### src/rtl/temporizador_param.sv
// temporizador_param: parametrised countdown timer with prescaler, pause,
// abort, busy flag and exported tick strobe.
// Optional feature: define TEMPORIZADOR_RECARGA_EN to enable auto-reload
// (recarga sampled at load, count restarts from the loaded value after
// each fin). Without it every run is one-shot and recarga is ignored.
module temporizador_param #(
    parameter int ANCHO = 8,
    parameter int DIV   = 100000000
) (
    input  logic             clk,
    input  logic             rst,
    input  logic             inicio,
    input  logic             pausa,
    input  logic             abortar,
    input  logic             recarga,
    input  logic [ANCHO-1:0] datos,
    output logic [ANCHO-1:0] cuenta,
    output logic             fin,
    output logic             ocupado,
    output logic             tick
);

    localparam int            PW      = (DIV > 1) ? $clog2(DIV) : 1;
    localparam logic [PW-1:0] PRE_MAX = PW'(DIV - 1);

    typedef enum logic {
        IDLE = 1'b0,
        RUN  = 1'b1
    } estado_t;

    estado_t          estado, estado_sig;
    logic [PW-1:0]    pre, pre_sig;
    logic [ANCHO-1:0] cuenta_sig;
    logic [ANCHO-1:0] base;
    logic             fin_sig, tick_sig, ocupado_sig;

`ifdef TEMPORIZADOR_RECARGA_EN
    logic [ANCHO-1:0] valor_rec, valor_rec_sig;
    logic             rec_flag, rec_flag_sig;
`else
    // recarga has no function in the one-shot build
    logic unused_recarga;
    assign unused_recarga = recarga;
`endif

    // Next-state, next-count, prescaler and strobe computation
    always_comb begin
        estado_sig  = estado;
        pre_sig     = pre;
        cuenta_sig  = cuenta;
        base        = cuenta;
        fin_sig     = 1'b0;
        tick_sig    = 1'b0;
        ocupado_sig = 1'b0;
`ifdef TEMPORIZADOR_RECARGA_EN
        valor_rec_sig = valor_rec;
        rec_flag_sig  = rec_flag;
`endif
        if (abortar) begin
            // abort beats everything except reset: silent return to IDLE
            estado_sig = IDLE;
            cuenta_sig = '0;
            pre_sig    = '0;
`ifdef TEMPORIZADOR_RECARGA_EN
            rec_flag_sig = 1'b0;
`endif
        end else begin
            case (estado)
                IDLE: begin
                    if (inicio) begin
                        if (datos != '0) begin
                            estado_sig  = RUN;
                            cuenta_sig  = datos;
                            pre_sig     = '0;
                            ocupado_sig = 1'b1;
`ifdef TEMPORIZADOR_RECARGA_EN
                            valor_rec_sig = datos;
                            rec_flag_sig  = recarga;
`endif
                        end else begin
                            // zero start value finishes immediately
                            cuenta_sig = '0;
                            fin_sig    = 1'b1;
                        end
                    end
                end
                RUN: begin
                    // busy holds through pause and through the fin cycle
                    ocupado_sig = 1'b1;
                    if (!pausa) begin
`ifdef TEMPORIZADOR_RECARGA_EN
                        // the cycle after a reload-mode fin restores the start value
                        if (rec_flag && (cuenta == '0)) begin
                            base = valor_rec;
                        end
`endif
                        cuenta_sig = base;
                        if (pre == PRE_MAX) begin
                            pre_sig = '0;
                            if (base != '0) begin
                                tick_sig   = 1'b1;
                                cuenta_sig = base - 1'b1;
                                if (base == ANCHO'(1)) begin
                                    fin_sig = 1'b1;
`ifdef TEMPORIZADOR_RECARGA_EN
                                    if (!rec_flag) begin
                                        estado_sig = IDLE;
                                    end
`else
                                    estado_sig = IDLE;
`endif
                                end
                            end
                        end else begin
                            pre_sig = pre + 1'b1;
                        end
                    end
                end
                default: estado_sig = IDLE;
            endcase
        end
    end

    // State, counter and registered outputs
    always_ff @(posedge clk) begin
        if (rst) begin
            estado  <= IDLE;
            pre     <= '0;
            cuenta  <= '0;
            fin     <= 1'b0;
            tick    <= 1'b0;
            ocupado <= 1'b0;
`ifdef TEMPORIZADOR_RECARGA_EN
            rec_flag <= 1'b0;
`endif
        end else begin
            estado  <= estado_sig;
            pre     <= pre_sig;
            cuenta  <= cuenta_sig;
            fin     <= fin_sig;
            tick    <= tick_sig;
            ocupado <= ocupado_sig;
`ifdef TEMPORIZADOR_RECARGA_EN
            rec_flag <= rec_flag_sig;
`endif
        end
    end

`ifdef TEMPORIZADOR_RECARGA_EN
    // Reload value is pure data and needs no reset
    always_ff @(posedge clk) begin
        valor_rec <= valor_rec_sig;
    end
`endif

endmodule

### config.mk
export PLATFORM = sky130hd
export DESIGN_NAME = temporizador_param
export DESIGN_NICKNAME = d
export VERILOG_FILES = /design/src/rtl/temporizador_param.sv
export SDC_FILE = /design/constraint.sdc
export NUM_CORES = 1
export LEC_CHECK = 0
export CELL_PAD_IN_SITES_DETAIL_PLACEMENT = 1
export CELL_PAD_IN_SITES_GLOBAL_PLACEMENT = 2
export CORE_MARGIN = 4
export CORE_UTILIZATION = 38
export CTS_CLUSTER_DIAMETER = 200
export DETAILED_ROUTE_END_ITERATION = 16
export HOLD_SLACK_MARGIN = 0.12
export PLACE_DENSITY = 0.92
export SLEW_MARGIN = 20
export SYNTH_ARGS = -nofsm -noshare
export SYNTH_HDL_FRONTEND = slang
export SYNTH_SLANG_ARGS = --single-unit
export TNS_END_PERCENT = 100
### constraint.sdc
create_clock -name clk -period 3.15 [get_ports clk]
set_input_delay 0.315 -clock clk [delete_from_list [all_inputs] [get_ports clk]]
set_output_delay 0.315 -clock clk [all_outputs]
set_load 0.05 [all_outputs]
==> reports/qor.csv, run 1 <==
metric;value;unit
critical path data arrival time;2.62;ns
dpl ws;0.574;ns
critical path type;register to register;
Slew @ Worst Pin;0.683;ns
cell accounting for the most synthesized area;dfxtp_1;
Post-DP Area;2560;µm²
post-CTS setup buffers;0;
post-synthesis cell count;246;
vias in the first global route;1994;
commonest cells in the netlist;dfxtp_1 (39), nand2_1 (17), a21oi_1 (14), xor2_1 (14), nor2_1 (11);
Num CTS Buffers;5;
Leakage;0.810;nW
DIE WIDTH;85.5;µm
DRT Pass-1 Iters;4;
share of cells above drive strength 1;17.0;%
syn_nets;264;
cell depth of the worst setup path;5;
Die Footprint;7320;µm²
largest net degree at the start of global routing;20;
Finished Cell Area;2660;µm²
post-synthesis async set-or-reset flop share;0;%
Hold Path Class;register to register;
top-count cell post-synth;dfxtp_1;
Seq/Total Area, Yosys;34.2;%
first-pass GRT wire length;9970;µm
main flop type after synthesis;dfxtp_1;
average cell area after synthesis;9.29;µm²
Port Buffer Count;23;
grt total ovfl;0;
number of endpoints failing setup at the final stage;0;
Hold Fails Final Rpt;0;
final slew viol count;0;
Yosys top cell area share;34.2;%
FF+latch count, synth;39;
worst path bufs/invs;1;
Core Rows;27;
worst hold margin;0.508;ns
DRT iter0 DRCs;109;
Vias/cell;5.73;
worst reg-to-reg path cell count;5;
clock tree buffer depth;2;
Crit path largest cell delay;0.67;ns
fmax;0.418;GHz
Setup WS post-layout;0.756;ns
total power;1.00;mW
DR vias;1964;
Tmin final;2.39;ns
FILL cells;651;
H-tree depth;2;
Post-DP HPWL;4120;µm
Avg WL per Cell;16.9;µm
core area;5680;µm²
RSZ-0062 raised after global routing;no;
DRC Markers;0;
Worst-Skew Late Latency;0.29;ns
clk_skew;0.00554;ns
Worst VDD drop;0.000214;V
I/O pin count;25;
RD Place Congestion;0.847;
Max-Cap Viols;0;
Power Density;377;nW/µm²
hold path depth;2;
sinks on the clock net;39;
Total Routing Usage GR;16.6;%
Worst EP required;3.37;ns
cell family with most CP delay;simple AND/OR/NAND/NOR gates;
synth warn;0;
Initial Util;40.3;%
Syn-to-layout area delta;16.3;%
post-CTS sizing;0;
Critical Path Source Type;register;
synth unique cells;56;
largest cells by area after synthesis;dfxtp_1 (34%), xor2_1 (5.4%), nor2_4 (4.9%), o2111ai_1 (3.5%), a21oi_1 (3.1%);
Crit. End Element;register;
root buffer cell;clkbuf_8;
initial antenna violation count;0;
# diodes;0;
aggregate routed wire length;5800;µm
CTS tree;done;
status;complete, no violations;
Worst slew margin;54.1;%
post-route ant nets;0;
TNS Setup;0;ns
NumNets Final;288;
mapped cell area;2280;µm²
critical path, cell by cell;inv_2 -> nor3_2 -> o21ai_2 -> or4_1 -> a31oi_1;
Final Cycle Share;76.0;%
Clock Pin Slew Worst Setup and Hold Paths;0.08;ns
Crit Path Max Fanout;15;
Die H;85.5;µm
slowest CP cell;dfxtp_1;
CTS Hold Bufs;0;
Post-synth EDFFs;0;
## flip-flops by register name, indices dropped and copies added (netlist names)
register and flops:
cuenta 8, estado 1, fin 1, ocupado 1, pre 27, tick 1
## routing by layer
metal	track usage, %	wire (µm)	up-vias
met3	2.98	211	7
li1	-	-	979
met4	4.60	72	0
met5	0	0	-
met1	23.1	2820	940
met2	26.4	2690	38
## cells in the final DEF (no fill, tap or decap), types with 6 or more instances in the layout
| cell type | instances |
|---|---|
| nor2_1 | 11 |
| dfxtp_1 | 39 |
| clkdlybuf4s50_1 | 23 |
| nor3_1 | 7 |
| nor2_2 | 6 |
| nand2_1 | 17 |
| and4_1 | 6 |
| or4_1 | 8 |
| o21ai_0 | 7 |
| xor2_1 | 14 |
| nand3_1 | 8 |
| a21oi_1 | 14 |
| nor2_4 | 10 |
| o31ai_1 | 7 |
| clkbuf_8 | 7 |
| o2111ai_1 | 9 |
## through the flow
step                utilization (%)  std cells
floorplan                         -        246
CTS                            46.8        343
global placement               45.1        335
detailed placement             45.1        335
finish                         46.8        343
global route                   46.8        343
## path summary, 6_finish.rpt
kind,startpoint,to,slack (ns)
min,pre[26],pre[26],0.51
min reg2reg,pre[26],pre[26],0.51
max,estado,pre[16],0.76
max reg2reg,estado,pre[16],0.76
## area by class of cell
type	instances	area (µm²)	area share, %
inverters	6	22.5	0.847
clock buffers	8	100	3.77
flip-flops and latches	39	781	29.4
well taps	72	90.1	3.39
multi-input cells	192	1410	53.1
repair buffers	26	253	9.51
## where the power goes
group	switching [mW]	internal [mW]
sequential	0.00878	0.498
combinational	0.0783	0.0477
clock	0.169	0.200
total	0.256	0.746
## kinds of logic (layout without fill, tap and decap cells)
logic type      after synthesis  after routing  share of synthesized area, %
simple gates                106            106                          31.5
compound gates               65             65                          21.5
flops                        39             39                          34.2
xor+xnor                     15             15                          5.75
buf+inv                      15             40                          4.05
fa+ha+maj                     4              4                          2.19
mux                           2              2                         0.876
## tightest hold or removal path, delay by kind of cell, from the launching register on
family	cells	cell delay, ns
compound gates	2	0.14
flops	1	0.33
Power figures use the tool's default switching activity.
==> run 2: changes to the inputs <==
- CORE_UTILIZATION: 38 -> 32
- PLACE_DENSITY: 0.92 -> 0.83
- clock period: 3.15 -> 1.94 ns (I/O delays scaled with it)
==> run 2 against run 1 <==
Flip-flop and latch count is the same. Via count rose by 13%. Fmax is 27% higher. Clock power is 49% higher. Cell area increased by 21%. Combinational power up 110%. Sequential power increased by 61%. Cell count is 23% higher.
==> reports/qor.csv, run 2 (synthesis gave the netlist of run 1 again) <==
metric;value;unit
# diodes;0;
dpl ws;-0.203;ns
Total Routing Usage GR;16.3;%
Crit Path Max Fanout;8;
fmax;0.529;GHz
first-pass GRT wire length;11300;µm
DRT iter0 DRCs;76;
Setup WS post-layout;0.0511;ns
Crit Reg-Reg Endpoint;cuenta[7];
NumNets Final;342;
Vias/cell;5.28;
Num CTS Buffers;5;
Slew @ Worst Pin;0.526;ns
Crit. End Element;register;
post-route ant nets;0;
Avg WL per Cell;16.5;µm
max reg flops;27;
grt total ovfl;0;
root buffer cell;clkbuf_8;
biggest regs;pre: 27 flops, cuenta: 8 flops;
fin cells;421;
critical path type;register to register;
RD Place Congestion;0.759;
Critical Path Source Type;register;
worst reg-to-reg path cell count;7;
initial antenna violation count;0;
clock tree buffer depth;2;
Worst Hold End;pre[26];
I/O pin count;25;
number of endpoints failing setup at the final stage;0;
most frequent cells in the layout;buf_4 (52), dfxtp_1 (31), clkdlybuf4s50_1 (23);
DRT Pass-1 Iters;4;
Worst-Skew Late Latency;0.30;ns
sinks on the clock net;39;
Worst EP required;2.12;ns
Final Cycle Share;97.4;%
Die H;92.5;µm
Post-DP HPWL;4980;µm
hold path depth;2;
FILL cells;789;
largest net degree at the start of global routing;15;
Worst slew margin;64.8;%
total power;1.64;mW
vias in the first global route;2296;
Final Util;46.8;%
Syn-to-layout area delta;40.7;%
R2R setup slack;0.05;ns
Reg with most FFs;pre;
Worst VDD drop;0.000232;V
core area;6870;µm²
min-delay src;pre[26];
status;complete, no violations;
Port Buffer Count;23;
aggregate routed wire length;6950;µm
H-tree depth;2;
Leakage;1.12;nW
Core Rows;30;
worst r2r src;pre[19];
clk_skew;0.00672;ns
DR vias;2222;
Tmin final;1.89;ns
Hold Path Class;register to register;
Die Footprint;8560;µm²
Initial Util;33.3;%
Clock Pin Slew Worst Setup and Hold Paths;0.08;ns
share of cells above drive strength 1;36.0;%
most common cell after layout, fill and taps aside;buf_4;
DRC Markers;0;
Max-Cap Viols;0;
critical path data arrival time;2.07;ns
final slew viol count;0;
Power Density;509;nW/µm²
Hold Fails Final Rpt;0;
CTS tree;done;
DIE WIDTH;92.5;µm
TNS Setup;0;ns
placed cells;404;
## run 2: where the power goes
part / total, mW / leakage, nW / switching [mW] / internal [mW]
Sequential: 0.818 / 0.319 / 0.0103 / 0.808
Combinational: 0.270 / 0.758 / 0.151 / 0.119
Clock: 0.549 / 0.0422 / 0.296 / 0.253
Total: 1.64 / 1.12 / 0.457 / 1.18
## run 2: cell type report
cell class | instances | area (µm²) | area share [%]
tap | 96 | 120 | 3.74
clock buffer | 7 | 76.3 | 2.37
multi-input combinational | 192 | 1490 | 46.3
sequential | 39 | 793 | 24.7
timing repair buffer | 80 | 708 | 22.0
inverter | 6 | 22.5 | 0.700
clock inverter | 1 | 5.00 | 0.156
## run 2: timing repair
item                       4_1_cts  5_1_grt
setup endpoints to repair        7       34
hold endpoints to repair         0        0
pin swaps                        4       11
hold buffers                     0        0
setup buffers                    3        5
gates cloned                     0        1
gates resized for setup          6       20
## run 2: routing by layer
layer | global-route usage (%) | up-vias | routed length [µm]
met1 | 19.8 | 1095 | 3020
li1 | - | 1090 | -
met5 | 0 | - | 0
met4 | 5.20 | 0 | 140
met3 | 2.68 | 13 | 138
met2 | 29.1 | 24 | 3650
## run 2: worst max-delay path by stage
stage / cells past startpoint / end / startpoint
after floorplan: 5 / cuenta[5] / cuenta[4]
after global placement: 7 / pre[16] / datos[5]
after detailed placement: 7 / pre[16] / datos[5]
after CTS: 7 / pre[5] / pre[23]
after global routing: 7 / cuenta[4] / pre[19]
final: 7 / cuenta[7] / pre[19]
## run 2: worst max-delay path, cell delays in order (launching register included)
cell and delay (ns):
dfxtp_4 0.37, nor4b_4 0.29, nand4_2 0.17, buf_6 0.16, o41ai_4 0.32, buf_6 0.18
a21boi_2 0.19, o32ai_2 0.10
## run 2: through the flow
| stage | cell area (µm²) | hold slack, ns |
|---|---|---|
| global placement | 2950 | 0.474 |
| global route | 3220 | 0.537 |
| CTS | 3090 | 0.510 |
| floorplan | 2290 | 0.359 |
| detailed placement | 2950 | 0.488 |
| finish | 3220 | 0.510 |
